`src/rtl/sw_input_if.sv`:
```
`default_nettype none
// ============================================================================
//  Module      : sw_input_if
//  Description : Handshake bundle between the switch debouncer and the
//                CPU IN port.
//                  data     debounced switch value (producer -> consumer)
//                  valid    data holds an unacknowledged value
//                  overrun  a newer value replaced an unacknowledged one
//                  busy     a switch change is still settling
//                  ack      consumer has taken data (consumer -> producer)
//  Revision    : 1.0  initial release
// ============================================================================
interface sw_input_if #(
    parameter int WIDTH = 9
) ();
    logic [WIDTH-1:0] data;
    logic             valid;
    logic             overrun;
    logic             busy;
    logic             ack;

    // Producer side: the debouncer.
    modport master (
        output data,
        output valid,
        output overrun,
        output busy,
        input  ack
    );

    // Consumer side: the CPU IN port.
    modport slave (
        input  data,
        input  valid,
        input  overrun,
        input  busy,
        output ack
    );
endinterface
`default_nettype wire

```
`src/rtl/sw_input.sv`:
```
`default_nettype none
// ============================================================================
//  Module      : sw_input
//  Description : Switch-bank input path. Synchronises the raw switch levels
//                into clk with a two-flop synchroniser, debounces them with a
//                two-state settle FSM and presents each newly committed value
//                on a valid/ack handshake.
//  Ports       : clk      system clock, all registers on rising edge
//                rst_n    asynchronous active-low reset
//                sw       raw switch levels, asynchronous to clk
//                bus      sw_input_if master modport:
//                           data/valid/overrun/busy out, ack in
//  Revision    : 1.0  initial release
// ============================================================================
module sw_input #(
    parameter int WIDTH         = 9,
    parameter int STABLE_CYCLES = 4
) (
    input  wire logic             clk,
    input  wire logic             rst_n,
    input  wire logic [WIDTH-1:0] sw,
    sw_input_if.master            bus
);

    // Counter only ever reaches STABLE_CYCLES-1, so this width never wraps.
    localparam int                 c_cnt_w    = $clog2(STABLE_CYCLES + 1);
    localparam logic [c_cnt_w-1:0] c_cnt_last = c_cnt_w'(STABLE_CYCLES - 1);
    localparam logic [c_cnt_w-1:0] c_cnt_one  = c_cnt_w'(1);

    typedef enum logic [0:0] {
        ST_STABLE = 1'b0,
        ST_SETTLE = 1'b1
    } state_t;

    // ------------------------------------------------------------------
    // Registers
    // ------------------------------------------------------------------
    logic [WIDTH-1:0]   r_sync1;
    logic [WIDTH-1:0]   r_sync2;
    logic [WIDTH-1:0]   r_cand;
    logic [WIDTH-1:0]   r_data;
    logic [c_cnt_w-1:0] r_cnt;
    logic               r_valid;
    logic               r_overrun;
    state_t             r_state;

    // ------------------------------------------------------------------
    // Next-state wires
    // ------------------------------------------------------------------
    state_t             w_state_next;
    logic [WIDTH-1:0]   w_cand_next;
    logic [c_cnt_w-1:0] w_cnt_next;
    logic [WIDTH-1:0]   w_data_next;
    logic               w_valid_next;
    logic               w_overrun_next;
    logic               w_commit;
    logic               w_update;

    // ------------------------------------------------------------------
    // Two-flop synchroniser; only r_sync2 is used downstream.
    // ------------------------------------------------------------------
    always_ff @(posedge clk or negedge rst_n) begin
        if (!rst_n) begin
            r_sync1 <= '0;
            r_sync2 <= '0;
        end else begin
            r_sync1 <= sw;
            r_sync2 <= r_sync1;
        end
    end

    // ------------------------------------------------------------------
    // Settle FSM: next-state and datapath decode
    // ------------------------------------------------------------------
    always_comb begin
        w_state_next = r_state;
        w_cand_next  = r_cand;
        w_cnt_next   = r_cnt;
        w_commit     = 1'b0;

        case (r_state)
            ST_STABLE: begin
                if (r_sync2 != r_cand) begin
                    w_cand_next  = r_sync2;
                    w_cnt_next   = '0;
                    w_state_next = ST_SETTLE;
                end
            end
            ST_SETTLE: begin
                if (r_sync2 != r_cand) begin
                    // Any glitch during settling restarts the hold count.
                    w_cand_next = r_sync2;
                    w_cnt_next  = '0;
                end else if (r_cnt == c_cnt_last) begin
                    w_commit     = 1'b1;
                    w_state_next = ST_STABLE;
                end else begin
                    w_cnt_next = r_cnt + c_cnt_one;
                end
            end
            default: begin
                w_state_next = ST_STABLE;
            end
        endcase
    end

    // A commit of the already-published value (switch bounced back) is silent.
    assign w_update = w_commit && (r_cand != r_data);

    // ------------------------------------------------------------------
    // Handshake decode. A real update takes priority over ack: the new
    // value stays valid, and overrun records whether the previous value was
    // dropped unconsumed (an ack in the same cycle means it was consumed).
    // ------------------------------------------------------------------
    always_comb begin
        w_data_next    = r_data;
        w_valid_next   = r_valid;
        w_overrun_next = r_overrun;

        if (w_update) begin
            w_data_next    = r_cand;
            w_valid_next   = 1'b1;
            w_overrun_next = r_valid && !bus.ack;
        end else if (bus.ack && r_valid) begin
            w_valid_next   = 1'b0;
            w_overrun_next = 1'b0;
        end
    end

    // ------------------------------------------------------------------
    // State and datapath registers
    // ------------------------------------------------------------------
    always_ff @(posedge clk or negedge rst_n) begin
        if (!rst_n) begin
            r_state   <= ST_STABLE;
            r_cand    <= '0;
            r_cnt     <= '0;
            r_data    <= '0;
            r_valid   <= 1'b0;
            r_overrun <= 1'b0;
        end else begin
            r_state   <= w_state_next;
            r_cand    <= w_cand_next;
            r_cnt     <= w_cnt_next;
            r_data    <= w_data_next;
            r_valid   <= w_valid_next;
            r_overrun <= w_overrun_next;
        end
    end

    // ------------------------------------------------------------------
    // Outputs
    // ------------------------------------------------------------------
    assign bus.data    = r_data;
    assign bus.valid   = r_valid;
    assign bus.overrun = r_overrun;
    assign bus.busy    = (r_state == ST_SETTLE);

endmodule
`default_nettype wire
```
`src/flat_wrapper.sv`:
```
// flat-port wrapper written by rule: the top's interface ports become plain ports
module sw_input_flat 
#(
    parameter int WIDTH         = 9,
    parameter int STABLE_CYCLES = 4
)
  (clk, rst_n, sw, bus_data, bus_valid, bus_overrun, bus_busy, bus_ack);
  sw_input_if #(.WIDTH(WIDTH)) bus_i ();
  input  wire logic clk;
  input  wire logic rst_n;
  input  wire logic [WIDTH-1:0] sw;
  output wire logic [$bits(bus_i.data)-1:0] bus_data;
  output wire logic [$bits(bus_i.valid)-1:0] bus_valid;
  output wire logic [$bits(bus_i.overrun)-1:0] bus_overrun;
  output wire logic [$bits(bus_i.busy)-1:0] bus_busy;
  input wire logic [$bits(bus_i.ack)-1:0] bus_ack;
  assign bus_data = bus_i.data;
  assign bus_valid = bus_i.valid;
  assign bus_overrun = bus_i.overrun;
  assign bus_busy = bus_i.busy;
  assign bus_i.ack = bus_ack;
  sw_input #(.WIDTH(WIDTH), .STABLE_CYCLES(STABLE_CYCLES)) u_core (.clk(clk), .rst_n(rst_n), .sw(sw), .bus(bus_i));
endmodule
```
`config.mk`:
```
export PLATFORM = sky130hd
export DESIGN_NAME = sw_input_flat
export DESIGN_NICKNAME = d
export VERILOG_FILES = /design/src/rtl/sw_input_if.sv /design/src/rtl/sw_input.sv /design/src/flat_wrapper.sv
export SDC_FILE = /design/constraint.sdc
export NUM_CORES = 1
export LEC_CHECK = 0
export ABC_CLOCK_PERIOD_IN_PS = 2100
export CORE_ASPECT_RATIO = 1.1
export CORE_UTILIZATION = 55
export DETAILED_ROUTE_END_ITERATION = 8
export DONT_BUFFER_PORTS = 1
export PLACE_DENSITY = 0.77
export SYNTH_ARGS = -nofsm -noshare
export SYNTH_HDL_FRONTEND = slang
export SYNTH_SLANG_ARGS = --single-unit
```
`constraint.sdc`:
```
create_clock -name clk -period 2.1 [get_ports clk]
set_input_delay 0.21 -clock clk [delete_from_list [all_inputs] [get_ports clk]]
set_output_delay 0.21 -clock clk [all_outputs]
set_load 0.05 [all_outputs]
```
# ---- Yosys cells after proc, flatten, opt, wreduce, memory -nomap -nowiden
# Cells that the tools add are included.
dict set report classes {
  eq_ne 5
  bitwise 1
  muxes 15
  n_addsub 1
  n_reduce_logical 6
}
# operator count
set op_table {}
lappend op_table {{!= test 9 bit} 2}
lappend op_table {{two-way mux 1 bit} 9}
lappend op_table {{two-way mux 3 bit} 3}
lappend op_table {{two-way mux 9 bit} 1}
lappend op_table {{case mux 3 bit (2 select lines)} 1}
lappend op_table {{adder 3 x 1 -> 3 bit (second input constant)} 1}
lappend op_table {{equality test 3 x 2 -> 1 bit (second input constant)} 1}
lappend op_table {{logical AND 1 bit} 3}
lappend op_table {{!= test 3 bit (second input constant)} 1}
lappend op_table {{!= test 2 x 1 -> 1 bit (second input constant)} 1}
lappend op_table {{case mux 1 bit (2 select lines)} 1}
lappend op_table {{AND reduction 2 bit} 1}
lappend op_table {{nonzero test 2 bit} 1}
lappend op_table {{logical NOT 1 bit} 1}
lappend op_table {{NOT 1 bit} 1}
dict set report word_totals {
  output_inout_bits 12
  regBits 42
}

# ---- Logic depth before layout (Yosys ltp)
# Gate-level depths: netlist of run 1.
dict set report logic_depth {
  depth_word 6
  ltp_mapped 6
  ltp_nobuf 6
}

# ---- Worst setup path before layout of run 1
# Ideal clock, no wire load.
dict set report synth_path {
  path_type {reg2reg}
  startpoint {register u_core.r_data[8] (netlist: u_core.bus.data[8])}
  endpoint {register u_core.r_data[1] (netlist: u_core.bus.data[1])}
  synth_period_minus_slack_ns 1.863
  path_buffers 0
  path_slack_ns 0.237
  t_arrival_ns 1.739
  path_stages_with_launch 6
  path_cell_list {dfrtp_1 > xor2_1 > nor4_1 > nand4_1 > nand2_4 > mux2_2}
}
dict set report synth_via {
  elab_chain_len 2
}
# element line
set synth_lines {}
lappend synth_lines {{start: declaration} sw_input.sv:41} ;# logic [WIDTH-1:0] r_data;
lappend synth_lines {{start signal: assignment} sw_input.sv:145} ;# r_data <= w_data_next;
lappend synth_lines {{!= test 9 bit} sw_input.sv:108} ;# assign w_update = w_commit && (r_cand != r_data);
lappend synth_lines {{logical AND 1 bit} sw_input.sv:108}
# Every way passes these cells.
# A chain may end at the register's enable or synchronous reset.

# ---- Final worst setup path of run 1
dict set report layout_path {
  startpoint {register u_core.r_cand[6]}
  endpoint {register u_core.r_data[4] (netlist: u_core.bus.data[4])}
}
dict set report layout_via {
  elab_chain_len 4
}
# element line
set layout_lines {}
lappend layout_lines {{start: declaration} sw_input.sv:40} ;# logic [WIDTH-1:0] r_cand;
lappend layout_lines {{start signal: assignment} sw_input.sv:143} ;# r_cand <= w_cand_next;
lappend layout_lines {{!= test 9 bit} sw_input.sv:90} ;# if (r_sync2 != r_cand) begin
lappend layout_lines {{two-way mux 1 bit} sw_input.sv:90}
lappend layout_lines {{two-way mux 1 bit} sw_input.sv:81} ;# case (r_state)
lappend layout_lines {{logical AND 1 bit *} sw_input.sv:108}
# Mark *: on every way between the ends. The rest lies on a longest branch, timed or not.

==> metrics.yaml, run 1 <==
sta:
  rsz0062_at_grt: "false"
  setup_viol: 0
  slew_viol_final: 0
  period_minus_slack_ns: 1.88
  hold_viol_final: 0
  fin_worst_skew_ns: 0.0165
  max_freq_mhz: 532
  tns_ns: 0
  period_share: 0.896
  max_slew.worst_pin.slew_ns: 0.512
  slew_headroom: 0.659
grt:
  grt_max_degree: 43
  antenna_found_initial: 0
  grt_pass1_vias: 830
  overflow: 0
  grt_pass1_wl_um: 3820
  groute.usage.overall: 0.187
detailed_routing:
  drtIter0Drc: 9
  vias_per_cell: 5.11
  vias: 802
  wl_per_cell_um: 14.6
  totalWireLength_um: 2290
  drc: 0
  drtAntennaViolNets: 0
  firstDrtPassIters: 4
clock_network:
  htree_num_levels: 2
  cts_buffers: 5
  cts_max_path_buffers: 2
  cts_tree: "done"
  clkTransAtPathRegs_ns: 0.13
  cts.sinks: 42
  clkLatencyLatePin_ns: 0.36
  clockRootBuffer: "clkbuf_4"
  ctsResizeCount: 0
critical_path:
  crit_chain: "xnor2_1 > nand4_1 > nor4_4 > nand2_4 > mux2_2"
  critical_path.max_stage_delay_ns: 0.48
  cp_max_fo: 8
  crit_arrival_ns: 2.13
  endpoint_kind: "register"
  cp_data_required_time_ns: 2.35
  worstSetupPathType: "reg2reg"
  slowest_stage: "nor4_4"
  worst-path-buf-inv: 0
  critPathTopFamily: "simple AND/OR/NAND/NOR gates"
  critPathLaunchType: "register"
final_layout:
  nets: 139
  layout_commonest_cell: "dfrtp_1"
  area_delta_synth_final_pct: 17.1
  multiInputGateArea_um2: 442
  antennaDiodeCount: 0
  final_core_util: 0.700
  layout_common_cells: "42 x dfrtp_1, 12 x xnor2_1, 10 x dlygate4sd3_1, 10 x buf_4, 9 x mux2_2"
  regArea_mm2: 0.00105
  layout-drive-gt1-share: 0.254
  nFillCells: 173
pwr:
  power.density_mw_per_mm2: 743
  p_leak_uw: 0.000851
  peakVddDrop_v: 0.000690
floorplan:
  die_w_um: 52.4
  die_y_um: 57.4
  dieArea_mm2: 0.00300
  start_util: 0.597
  core-area_mm2: 0.00257
  fp-row-count: 19
  ioPinCount: 24
job:
  maxCapViolCount: 0
yosys:
  synth-seq-area-share: 0.685
  ys_seq_elements: 42
  synthesis.instances: 106
  ys_warn_count: 0
  synth_area_per_cell_um2: 14.5
  syn_area_mm2: 0.00153
  syn_nets: 120
  ys_types: 23
run_status:
  status: "complete, no violations"
place:
  port_buffers: 0
  hpwl_um: 1560
  gp_congestion: 0.710
min_path:
  hold_class: "in2reg"
-- final cells by class --
| class | instances | share of cell area |
|---|---|---|
| Sequential cell | 42 | 0.585 |
| Clock buffer | 5 | 0.0209 |
| Inverter | 2 | 0.00418 |
| Clock inverter | 3 | 0.0139 |
| Timing Repair Buffer | 21 | 0.109 |
| Multi-Input combinational cell | 53 | 0.246 |
| Tap cell | 31 | 0.0216 |
-- layer usage --
| layer | GRT usage | up-vias | part of all wire |
|---|---|---|---|
| met3 | 0.0880 | 5 | 0.055 |
| met4 | 0.0902 | 0 | 0.022 |
| met1 | 0.228 | 394 | 0.44 |
| met5 | 0 | - | 0 |
| li1 | - | 382 | - |
| met2 | 0.278 | 21 | 0.48 |
-- path summary, 6_finish.rpt --
check                                   from                 end  slack (ns)  depth (start not counted)
setup / recovery            u_core.r_cand[6]  u_core.bus.data[4]        0.22                          5
hold / removal                       bus_ack  u_core.bus.overrun        0.03                          3
setup reg to reg            u_core.r_cand[6]  u_core.bus.data[4]        0.22                          5
hold reg to reg            u_core.r_sync1[2]   u_core.r_sync2[2]        0.35                          0
max in group asynchronous              rst_n   u_core.r_sync2[8]        1.57                          2
min in group asynchronous              rst_n    u_core.r_cand[1]        0.33                          2
-- stage by stage --
step / area [um2] / total power, uW / setup WS (ns) / hold slack (ns) / instances
6_report: 1800 / 1330 / 0.219 / 0.0301 / 157
5_1_grt: 1800 / 1400 / 0.119 / 0.0358 / 157
4_1_cts: 1800 / 1350 / 0.212 / 0.0130 / 157
3_5_place_dp: 1610 / 913 / 0.239 / -0.0843 / 138
3_3_place_gp: 1610 / 910 / 0.300 / -0.0844 / 138
2_1_floorplan: 1530 / 908 / 0.237 / -0.0856 / 106
-- cells in the mapped netlist --
cell type,number,area share
dfrtp_1,42,0.69
xnor2_1,12,0.069
clkbuf_1,9,0.022
mux2_2,9,0.066
xor2_1,7,0.040
nand2_1,5,0.012
nor2_1,3,0.0073
ha_1,2,0.016
inv_1,2,0.0049
nand4_1,2,0.0082
a211oi_1,1,0.0049
a21oi_1,1,0.0033
mux2i_1,1,0.0065
nand2_4,1,0.0073
nand3_1,1,0.0033
nand3b_1,1,0.0049
nor2b_1,1,0.0041
nor3_1,1,0.0033
nor3b_1,1,0.0049
nor4_1,1,0.0041
nor4_4,1,0.014
or2_2,1,0.0041
or3_2,1,0.0049
-- cells by family after synthesis --
logic type	share of synthesized area
AOI/OAI and AO/OA	0.00816
xor gates and xnor gates	0.108
adders and majority gates	0.0163
buffers and inverters	0.0269
DFF	0.685
muxes	0.0726
and+or+nand+nor	0.0824
-- sequential cells by signal (all words and copies together), names as in the netlist --
name	flops
u_core.r_sync1	9
u_core.bus.valid	1
u_core.bus.overrun	1
u_core.bus.data	9
u_core.r_sync2	9
u_core.r_cnt	3
u_core.r_cand	9
u_core.bus.busy	1
-- power breakdown --
part	switching, uW	total (uW)	internal, uW
Clock	269	405	136
Combinational	32.1	66.9	34.8
Sequential	26.2	863	836
Total	327	1330	1010
-- tightest hold or removal path: cells and delay by family --
family                 cells  cell delay [ns]
AND/OR/NAND/NOR            2             0.09
buffers and inverters      1             0.05
-- repair_timing --
item,CTS,global route
setup buffers,0,0
hold buffers,11,0
endpoints found under the hold margin,51,0
(Power assumes the default switching activity.)
==> run 2: changes to the inputs <==
- ABC_AREA: unset -> 1
- HOLD_SLACK_MARGIN: unset -> 0.08
- SKIP_LAST_GASP: unset -> 1
==> metrics.yaml, run 2 <==
clock_network:
  postCtsSetupRepairBufs: 0  # unchanged
  htree_num_levels: 2  # unchanged
  cts_buffers: 5  # unchanged
  cts_max_path_buffers: 2  # unchanged
  clkLatencyLatePin_ns: 0.35  # was 0.36 ns
  cts.sinks: 42  # unchanged
  ctsResizeCount: 0  # unchanged
  clockRootBuffer: "clkbuf_4"  # unchanged
  clkTransAtPathRegs_ns: 0.12  # was 0.13 ns
  cts_tree: "done"  # unchanged
yosys:
  synthFlopType: "dfrtp_1"  # unchanged
  synth_area_leaders: "dfrtp_1 64%, nand2_1 10%, xnor2_1 4.3%"  # was dfrtp_1 69%, xnor2_1 6.9%, mux2_2 6.6%
  ys_warn_count: 0  # unchanged
  synth_edf_count: 0  # unchanged
  synth_top_area_frac: 0.639  # was 0.685
  yosys.area.top_type: "dfrtp_1"  # unchanged
  yosys-top-cells-count: "46 x nand2_1, 42 x dfrtp_1, 12 x inv_1"  # was 42 x dfrtp_1, 12 x xnor2_1, 9 x clkbuf_1, 9 x mux2_2, 7 x xor2_1
  syn_nets: 175  # was 120
  yosysMostFrequentCell: "nand2_1"  # was dfrtp_1
  synthesis.instances: 161  # was 106
  synth_area_per_cell_um2: 10.2  # was 14.5 um2
  syn_area_mm2: 0.00165  # was 0.00153 mm2
  synth-seq-area-share: 0.639  # was 0.685
  ys_seq_elements: 42  # unchanged
  synth-async-reset-ratio: 1.00  # unchanged
  ys_types: 20  # was 23
floorplan:
  dieArea_mm2: 0.00321  # was 0.00300 mm2
  ioPinCount: 24  # unchanged
  die_w_um: 54.2  # was 52.4 um
  fp-row-count: 20  # was 19
  die_y_um: 59.4  # was 57.4 um
  start_util: 0.587  # was 0.597
  core-area_mm2: 0.00280  # was 0.00257 mm2
critical_path:
  endpoint_kind: "register"  # unchanged
  worstSetupPathType: "reg2reg"  # unchanged
  critPathLaunchType: "register"  # unchanged
  cp_max_fo: 11  # was 8
  cp_data_required_time_ns: 2.34  # was 2.35 ns
  ff2ff_setup_slack_ns: 0.30  # was 0.22 ns
  crit_arrival_ns: 2.05  # was 2.13 ns
grt:
  overflow: 0  # unchanged
  antenna_found_initial: 0  # unchanged
  grt_pass1_vias: 1075  # was 830
  groute.usage.overall: 0.208  # was 0.187
  grt_max_degree: 43  # unchanged
  grt_pass1_wl_um: 4590  # was 3820 um
sta:
  period_minus_slack_ns: 1.80  # was 1.88 ns
  slew_viol_final: 0  # unchanged
  slew_headroom: 0.663  # was 0.659
  tns_ns: 0  # unchanged
  period_share: 0.859  # was 0.896
  setup_viol: 0  # unchanged
  max_freq_mhz: 554  # was 532 MHz
  hold_viol_final: 0  # unchanged
  fin_worst_skew_ns: 0.0110  # was 0.0165 ns
  max_slew.worst_pin.slew_ns: 0.506  # was 0.512 ns
  rsz0062_at_grt: "false"  # unchanged
detailed_routing:
  vias: 1074  # was 802
  drc: 0  # unchanged
  firstDrtPassIters: 5  # was 4
  drtAntennaViolNets: 0  # unchanged
  drtIter0Drc: 32  # was 9
  wl_per_cell_um: 13.1  # was 14.6 um
  totalWireLength_um: 2750  # was 2290 um
  vias_per_cell: 5.11  # about the same
run_status:
  status: "complete, no violations"  # unchanged
final_layout:
  layout-drive-gt1-share: 0.130  # was 0.254
  layout_commonest_cell: "nand2_1"  # was dfrtp_1
  nFillCells: 213  # was 173
  regArea_mm2: 0.00105  # unchanged
  antennaDiodeCount: 0  # unchanged
  instances_no_fill: 210  # was 157
  multiInputGateArea_um2: 477  # was 442 um2
  area_delta_synth_final_pct: 14.4  # was 17.1%
  layout_common_cells: "46 x nand2_1, 42 x dfrtp_1, 12 x inv_1"  # was 42 x dfrtp_1, 12 x xnor2_1, 10 x dlygate4sd3_1, 10 x buf_4, 9 x mux2_2
  nets: 190  # was 139
pwr:
  power.density_mw_per_mm2: 706  # was 743 mW/mm2
  peakVddDrop_v: 0.000643  # was 0.000690 V
  p_leak_uw: 0.000939  # was 0.000851 uW
place:
  hpwl_um: 1870  # was 1560 um
  port_buffers: 0  # unchanged
  place_inst: 190  # was 138
  gp_congestion: 0.793  # was 0.710
job:
  maxCapViolCount: 0  # unchanged
min_path:
  hold_class: "in2async"  # was in2reg
==> run 2: cell count changes after synthesis, moves of 3 or more <==
cell,delta
inv_1,+10
inv_2,+3
mux2_2,-9
nand2_1,+41
nand4_1,+8
nor2_1,+7
xnor2_1,-4
==> run 2: path summary, 6_finish.rpt <==
| path | startpoint | cells past startpoint | end |
|---|---|---|---|
| worst max-delay path | u_core.bus.data[5] | 7 | u_core.bus.data[4] |
| worst min-delay path | rst_n | 2 | u_core.bus.data[6] |
| worst max register to register | u_core.bus.data[5] | 7 | u_core.bus.data[4] |
| worst min register to register | u_core.r_sync1[7] | 0 | u_core.r_sync2[7] |
| max in group asynchronous | rst_n | 2 | u_core.r_cand[4] |
| min in group clk | u_core.r_sync1[7] | 0 | u_core.r_sync2[7] |
==> run 2: timing repair <==
item                                   CTS  global route
hold buffers                            12             0
setup endpoints to repair                0             0
endpoints found under the hold margin   53             0
==> run 2: through the flow <==
stage / utilization / area (um2) / total power (uW) / setup slack (ns) / hold slack, ns
final: 0.672 / 1880 / 1330 / 0.295 / 0.303
after global routing: 0.672 / 1880 / 1390 / 0.160 / 0.308
after CTS: 0.672 / 1880 / 1340 / 0.309 / 0.314
after detailed placement: 0.604 / 1690 / 904 / 0.329 / -0.0848
after global placement: 0.604 / 1690 / 901 / 0.419 / -0.0847
after floorplan: - / 1650 / 899 / 0.655 / -0.0856
==> run 2: cell type report <==
class	instances	area share
flip-flops and latches	42	0.558
multi-input cells	91	0.253
repair buffers	21	0.105
inverters	15	0.0299
clock buffers	7	0.0292
well taps	33	0.0219
clock inverters	1	0.00266
==> run 2: per-layer routing <==
layer,wire length (um),share of wire,vias up,global-route usage
met1,1150,0.42,515,0.233
met2,1400,0.51,34,0.340
met3,172,0.063,4,0.0974
met4,21,0.0076,0,0.0806
li1,-,-,521,-
met5,0,0,-,0
==> run 2: cell families (layout without fill, tap and decap cells) <==
group / after synthesis / in the layout / synth area share
simple gates: 72 / 72 / 0.192
flops: 42 / 42 / 0.639
buf+inv: 28 / 44 / 0.0715
xor+xnor: 13 / 13 / 0.0692
compound gates: 4 / 4 / 0.0137
fa+ha+maj: 2 / 2 / 0.0152
==> run 2: worst max-delay path, stage by stage (launching register included) <==
cell	delay [ns]
dfrtp_1	0.60
xnor2_1	0.21
nand2_1	0.07
nor2_1	0.04
nand2_1	0.28
nand3_2	0.29
nand2_1	0.13
nand2_1	0.06
==> run 2: where the power goes <==
group	internal, uW	switching [uW]	total (uW)	leakage, uW
Clock	162	244	407	0.0000353
Sequential	835	20.5	855	0.000519
Combinational	33.7	34.6	68.3	0.000385
